===== src/rtl/tl_ad_pkg.sv =====
// Shared widths, field offsets and packed payload types for the TileLink-UL A/D buffer.
// Build option TL_AD_BUFFER_PIPE_EN is consumed by tl_ad_fifo; nothing here depends on it.
package tl_ad_pkg;

  localparam int A_W = 117;
  localparam int D_W = 79;

  localparam int A_CORRUPT_LSB = 0;
  localparam int A_DATA_LSB    = 1;
  localparam int A_MASK_LSB    = 65;
  localparam int A_ADDR_LSB    = 73;
  localparam int A_SOURCE_LSB  = 104;
  localparam int A_SIZE_LSB    = 107;
  localparam int A_PARAM_LSB   = 111;
  localparam int A_OPCODE_LSB  = 114;

  localparam int D_CORRUPT_LSB = 0;
  localparam int D_DATA_LSB    = 1;
  localparam int D_DENIED_LSB  = 65;
  localparam int D_SINK_LSB    = 66;
  localparam int D_SOURCE_LSB  = 67;
  localparam int D_SIZE_LSB    = 70;
  localparam int D_PARAM_LSB   = 74;
  localparam int D_OPCODE_LSB  = 76;

  typedef struct packed {
    logic [2:0]  opcode;
    logic [2:0]  param;
    logic [3:0]  size;
    logic [2:0]  source;
    logic [30:0] address;
    logic [7:0]  mask;
    logic [63:0] data;
    logic        corrupt;
  } tl_a_t;

  typedef struct packed {
    logic [2:0]  opcode;
    logic [1:0]  param;
    logic [3:0]  size;
    logic [2:0]  source;
    logic        sink;
    logic        denied;
    logic [63:0] data;
    logic        corrupt;
  } tl_d_t;

endpackage


===== src/rtl/tl_ad_fifo.sv =====
// Registered circular-buffer FIFO used for each TileLink channel of tl_ad_buffer.
// Define TL_AD_BUFFER_PIPE_EN to let a same-cycle dequeue open the enqueue side when full.
module tl_ad_fifo
  import tl_ad_pkg::*;
#(
  parameter int WIDTH = A_W,
  parameter int DEPTH = 2
) (
  input  logic             clock,
  input  logic             reset,
  input  logic             enq_valid,
  output logic             enq_ready,
  input  logic [WIDTH-1:0] enq_bits,
  output logic             deq_valid,
  input  logic             deq_ready,
  output logic [WIDTH-1:0] deq_bits
);

  localparam int PTR_W = $clog2(DEPTH);
  localparam int CNT_W = PTR_W + 1;

  logic [WIDTH-1:0] mem [DEPTH];
  logic [PTR_W-1:0] wr_ptr;
  logic [PTR_W-1:0] rd_ptr;
  logic [CNT_W-1:0] count;
  logic             full;
  logic             empty;
  logic             enq_fire;
  logic             deq_fire;

  assign full  = (count == CNT_W'(DEPTH));
  assign empty = (count == '0);

  // Handshakes are forced low while reset is held so nothing moves during reset.
  assign deq_valid = reset && !empty;
  assign deq_fire  = deq_valid && deq_ready;
`ifdef TL_AD_BUFFER_PIPE_EN
  assign enq_ready = reset && (!full || deq_fire);
`else
  assign enq_ready = reset && !full;
`endif
  assign enq_fire  = enq_valid && enq_ready;
  assign deq_bits  = mem[rd_ptr];

  always_ff @(posedge clock) begin
    if (!reset) begin
      wr_ptr <= '0;
      rd_ptr <= '0;
      count  <= '0;
    end else begin
      if (enq_fire) wr_ptr <= wr_ptr + 1'b1;
      if (deq_fire) rd_ptr <= rd_ptr + 1'b1;
      case ({enq_fire, deq_fire})
        2'b10:   count <= count + 1'b1;
        2'b01:   count <= count - 1'b1;
        default: count <= count;
      endcase
    end
  end

  // Storage carries no reset; stale entries are unreachable once the pointers clear.
  always_ff @(posedge clock) begin
    if (enq_fire) mem[wr_ptr] <= enq_bits;
  end

endmodule


===== src/rtl/tl_ad_buffer.sv =====
// Registered TileLink-UL A/D buffer with a downstream in-flight request limiter.
// Build option TL_AD_BUFFER_PIPE_EN (see tl_ad_fifo) enables full-rate enqueue when full.
module tl_ad_buffer
  import tl_ad_pkg::*;
#(
  parameter int DEPTH        = 2,
  parameter int MAX_INFLIGHT = 8
) (
  input  logic           clock,
  input  logic           reset,
  input  logic           auto_in_a_valid,
  output logic           auto_in_a_ready,
  input  logic [A_W-1:0] auto_in_a_bits,
  output logic           auto_out_a_valid,
  input  logic           auto_out_a_ready,
  output logic [A_W-1:0] auto_out_a_bits,
  input  logic           auto_out_d_valid,
  output logic           auto_out_d_ready,
  input  logic [D_W-1:0] auto_out_d_bits,
  output logic           auto_in_d_valid,
  input  logic           auto_in_d_ready,
  output logic [D_W-1:0] auto_in_d_bits,
  output logic [7:0]     inflight
);

  localparam logic [7:0] MAX_CNT = 8'(MAX_INFLIGHT);

  logic a_deq_valid;
  logic a_deq_ready;
  logic can_issue;
  logic a_fire;
  logic d_fire;

  // Uses the registered count, so a D return only releases A on the following cycle.
  assign can_issue        = (inflight < MAX_CNT);
  assign auto_out_a_valid = a_deq_valid && can_issue;
  assign a_deq_ready      = auto_out_a_ready && can_issue;
  assign a_fire           = auto_out_a_valid && auto_out_a_ready;
  assign d_fire           = auto_out_d_valid && auto_out_d_ready;

  tl_ad_fifo #(.WIDTH(A_W), .DEPTH(DEPTH)) u_a_fifo (
    .clock     (clock),
    .reset     (reset),
    .enq_valid (auto_in_a_valid),
    .enq_ready (auto_in_a_ready),
    .enq_bits  (auto_in_a_bits),
    .deq_valid (a_deq_valid),
    .deq_ready (a_deq_ready),
    .deq_bits  (auto_out_a_bits)
  );

  tl_ad_fifo #(.WIDTH(D_W), .DEPTH(DEPTH)) u_d_fifo (
    .clock     (clock),
    .reset     (reset),
    .enq_valid (auto_out_d_valid),
    .enq_ready (auto_out_d_ready),
    .enq_bits  (auto_out_d_bits),
    .deq_valid (auto_in_d_valid),
    .deq_ready (auto_in_d_ready),
    .deq_bits  (auto_in_d_bits)
  );

  // A D beat with no matching outstanding request leaves the count pinned at zero.
  always_ff @(posedge clock) begin
    if (!reset) begin
      inflight <= '0;
    end else if (a_fire && !d_fire) begin
      inflight <= inflight + 8'd1;
    end else if (d_fire && !a_fire && (inflight != '0)) begin
      inflight <= inflight - 8'd1;
    end
  end

  always_ff @(posedge clock) begin
    if (reset && d_fire && !a_fire) begin
      assert (inflight != '0);
    end
  end

endmodule


===== config.mk =====
export PLATFORM = sky130hd
export DESIGN_NAME = tl_ad_buffer
export DESIGN_NICKNAME = d
export VERILOG_FILES = /design/src/rtl/tl_ad_pkg.sv /design/src/rtl/tl_ad_fifo.sv /design/src/rtl/tl_ad_buffer.sv
export SDC_FILE = /design/constraint.sdc
export NUM_CORES = 1
export LEC_CHECK = 0
export CAP_MARGIN = 20
export CORE_ASPECT_RATIO = 1.75
export CORE_MARGIN = 10
export CORE_UTILIZATION = 35
export DETAILED_ROUTE_END_ITERATION = 8
export DONT_BUFFER_PORTS = 1
export PLACE_DENSITY = 0.49
export RECOVER_POWER = 25
export SKIP_CTS_REPAIR_TIMING = 1
export SLEW_MARGIN = 20
export SYNTH_ARGS = -nofsm -noshare
export SYNTH_HDL_FRONTEND = slang
export SYNTH_SLANG_ARGS = --single-unit

===== constraint.sdc =====
create_clock -name clock -period 6.9 [get_ports clock]
set_input_delay 1.38 -clock clock [delete_from_list [all_inputs] [get_ports clock]]
set_output_delay 1.38 -clock clock [all_outputs]
set_load 0.05 [all_outputs]

==> impl_metrics.tcl <==
set metrics [dict create \
    crit_path_start_kind "primary input" \
    grt_pass1_vias 7154 \
    slew_headroom 0.245 \
    track_usage 0.126 \
    start_util 0.355 \
    min_path_type "flop to flop" \
    tightest_slew_ns 1.13 \
    seqCellArea_sq_um 12100 \
    whs_path_depth 2 \
    skew_ns 0.0105 \
    post-route-period-util 0.613 \
    worstHoldStart "u_a_fifo.rd_ptr" \
    antenna_found_initial 1 \
    drtPass1Iterations 4 \
    drive_gt1_frac 0.349 \
    layout_common_cells "edfxtp_1, mux2_2, clkbuf_16, dfxtp_1, nor2_1" \
    async_flop_share 0 \
    totalPowerFinal_mw 6.12 \
    syn-mean-instance-area_sq_um 20.7 \
    worst-setup-path-type "primary input to primary output" \
    cts.clk_slew.worst_paths_ns 0.06 \
    drtAntennaViolNets 0 \
    die_area_sq_um 52300 \
    multi_input_area_sq_um 2920 \
    worst_path_dominant_cell_family "compound AO/OA/AOI/OAI gates" \
    cpPeakStageDelay_ns 1.05 \
    route.met3.wl_mm 6.33 \
    io_buffer_count 0 \
    detailroute.wirelength.met2_mm 17.9 \
    clk_latency_ns 0.54 \
    cp_slowest_cell "a21oi_1" \
    ioPinCount 410 \
    netlist_area_sq_um 15100 \
    fin_crit_ns 4.23 \
    p_leak_nw 5.40 \
    critPathMaxFanout 19 \
    final_common_cell "edfxtp_1" \
    required_ns 5.52 \
    top_layer_used "met4" \
    finalHoldViolCount 0 \
    syn-num-nets 944 \
    synthFlopType "edfxtp_1" \
    ys_seq_elements 410 \
    cts_tree "done" \
    p_per_area_nw_per_um2 356 \
    core_sq_um 42700 \
    setup_viol 0 \
    crit_start "reset" \
    area_growth_pct 13.4 \
    hpwl_mm 25.8 \
    cts.htree.levels 2 \
    gp_congestion 0.767 \
    endpoint_kind "primary output" \
    synth_cells 732 \
    regToRegEndpoint "inflight[6]" \
    path_cells "clkinv_1, a21oi_1" \
    yosysWarnings 0 \
    clock-sinks 410 \
    synth_cell_types 36 \
    grt-ovfl-total 0 \
    vias_per_cell 4.81 \
    synth_edf_count 392 \
    cts_buffer_depth 3 \
    clockRootBuffer "clkbuf_16" \
    ff2ff_path_depth 9 \
    drt_iter0_markers 199 \
    status "complete, no violations" \
    fp.dieW_um 177 \
    crit_arrival_ns 2.85 \
    fillers 3813 \
    wl_per_cell_um 25.8 \
    slew_violations 0 \
    r2r_start "inflight[4]" \
    fin_nets 975 \
    r2r_setup_slack_ns 3.49 \
    vdd_ir_drop_max_mv 0.215 \
    timing.final.ws_setup_ns 2.67 \
    wl_mm 34.9 \
    grt_pass1_wl_mm 48.7 \
    wl_met1_mm 9.87 \
    num_rows 100 \
    path_buf_inv 1 \
    rsz0062_at_grt "no" \
    drc 0 \
    dpl_worst_slack_ns 2.66 \
    cts-buffers-inserted 38 \
    max_cap_violations 0 \
    max_freq_mhz 236 \
    via_count 6511 \
    ys_seq_area_frac 0.801 \
    grt_start_max_net_pins 100 \
    die_h_um 295 \
]
-- report_power, final --
group,leakage [nW],internal [mW],switching (mW)
sequential,3.75,2.87,0.129
clock,0.596,1.24,0.868
combinational,1.06,0.270,0.738
total,5.40,4.38,1.73
-- state kept, by name (all words and copies together), names as in the netlist, named ones only --
name	flops
inflight	8
u_d_fifo.mem	158
u_d_fifo.wr_ptr	1
u_a_fifo.mem	234
u_d_fifo.rd_ptr	1
u_a_fifo.wr_ptr	1
u_d_fifo.count	2
u_a_fifo.count	2
u_a_fifo.rd_ptr	1
-- layout make-up --
| type | count | area share |
|---|---|---|
| Antenna cell | 2 | 0.000291 |
| Clock buffer | 46 | 0.0571 |
| Clock inverter | 21 | 0.0161 |
| Inverter | 7 | 0.00153 |
| Multi-Input combinational cell | 291 | 0.170 |
| Sequential cell | 410 | 0.707 |
| Tap cell | 561 | 0.0409 |
| Timing Repair Buffer | 15 | 0.00729 |
-- metrics by stage --
| stage | setup TNS, ns | area (sq um) | util | instances | hold WS (ns) |
|---|---|---|---|---|---|
| 6_report | 0 | 17200 | 0.402 | 1353 | 0.531 |
| 5_1_grt | 0 | 17200 | 0.402 | 1353 | 0.551 |
| 4_1_cts | 0 | 17200 | 0.402 | 1351 | 0.522 |
| 3_5_place_dp | 0 | 15900 | 0.373 | 1284 | 0.513 |
| 3_3_place_gp | 0 | 15900 | 0.373 | 1284 | 0.501 |
| 2_1_floorplan | -305.32 | 15100 | - | 732 | 0.471 |
-- cell families (layout without fill, tap and decap cells) --
kind of cell	Yosys count	after routing	share of synthesized area
flops	410	410	0.801
mux	204	204	0.151
simple gates	40	40	0.0131
buf+inv	31	89	0.00843
compound gates	25	25	0.0101
xor+xnor	12	12	0.00694
fa+ha+maj	10	10	0.00876
other cells	0	2	0
-- cell usage after synthesis, types with 2 or more instances --
| cell type | count | area (sq um) |
|---|---|---|
| clkbuf_1 | 19 | 71.3 |
| buf_2 | 3 | 15.0 |
| a21o_1 | 2 | 15.0 |
| nand2_1 | 5 | 18.8 |
| edfxtp_1 | 392 | 11800 |
| mux2_2 | 197 | 2220 |
| a211oi_1 | 2 | 15.0 |
| o211ai_1 | 2 | 15.0 |
| nand3_1 | 4 | 20.0 |
| ha_1 | 9 | 113 |
| xor2_1 | 4 | 35.0 |
| a21oi_1 | 10 | 50.1 |
| mux2i_1 | 6 | 60.1 |
| or3_1 | 3 | 18.8 |
| o21ai_0 | 5 | 25.0 |
| dfxtp_1 | 18 | 360 |
| xnor2_1 | 8 | 70.1 |
| inv_1 | 6 | 22.5 |
| nor3b_1 | 2 | 15.0 |
| nor2_1 | 19 | 71.3 |
-- how the worst max path moves through the flow --
stage / cells after the start / end
2_1_floorplan: 4 / u_a_fifo.mem[0][0]
3_3_place_gp: 2 / auto_out_d_ready
3_5_place_dp: 2 / auto_out_d_ready
4_1_cts: 2 / auto_out_d_ready
5_1_grt: 2 / auto_out_d_ready
6_report: 2 / auto_in_d_valid
-- per-layer routing --
layer	GRT usage	up-vias
met2	0.219	357
met1	0.105	3177
met5	0	-
li1	-	2934
met3	0.0979	43
met4	0.0457	0
(Power assumes the default switching activity.)
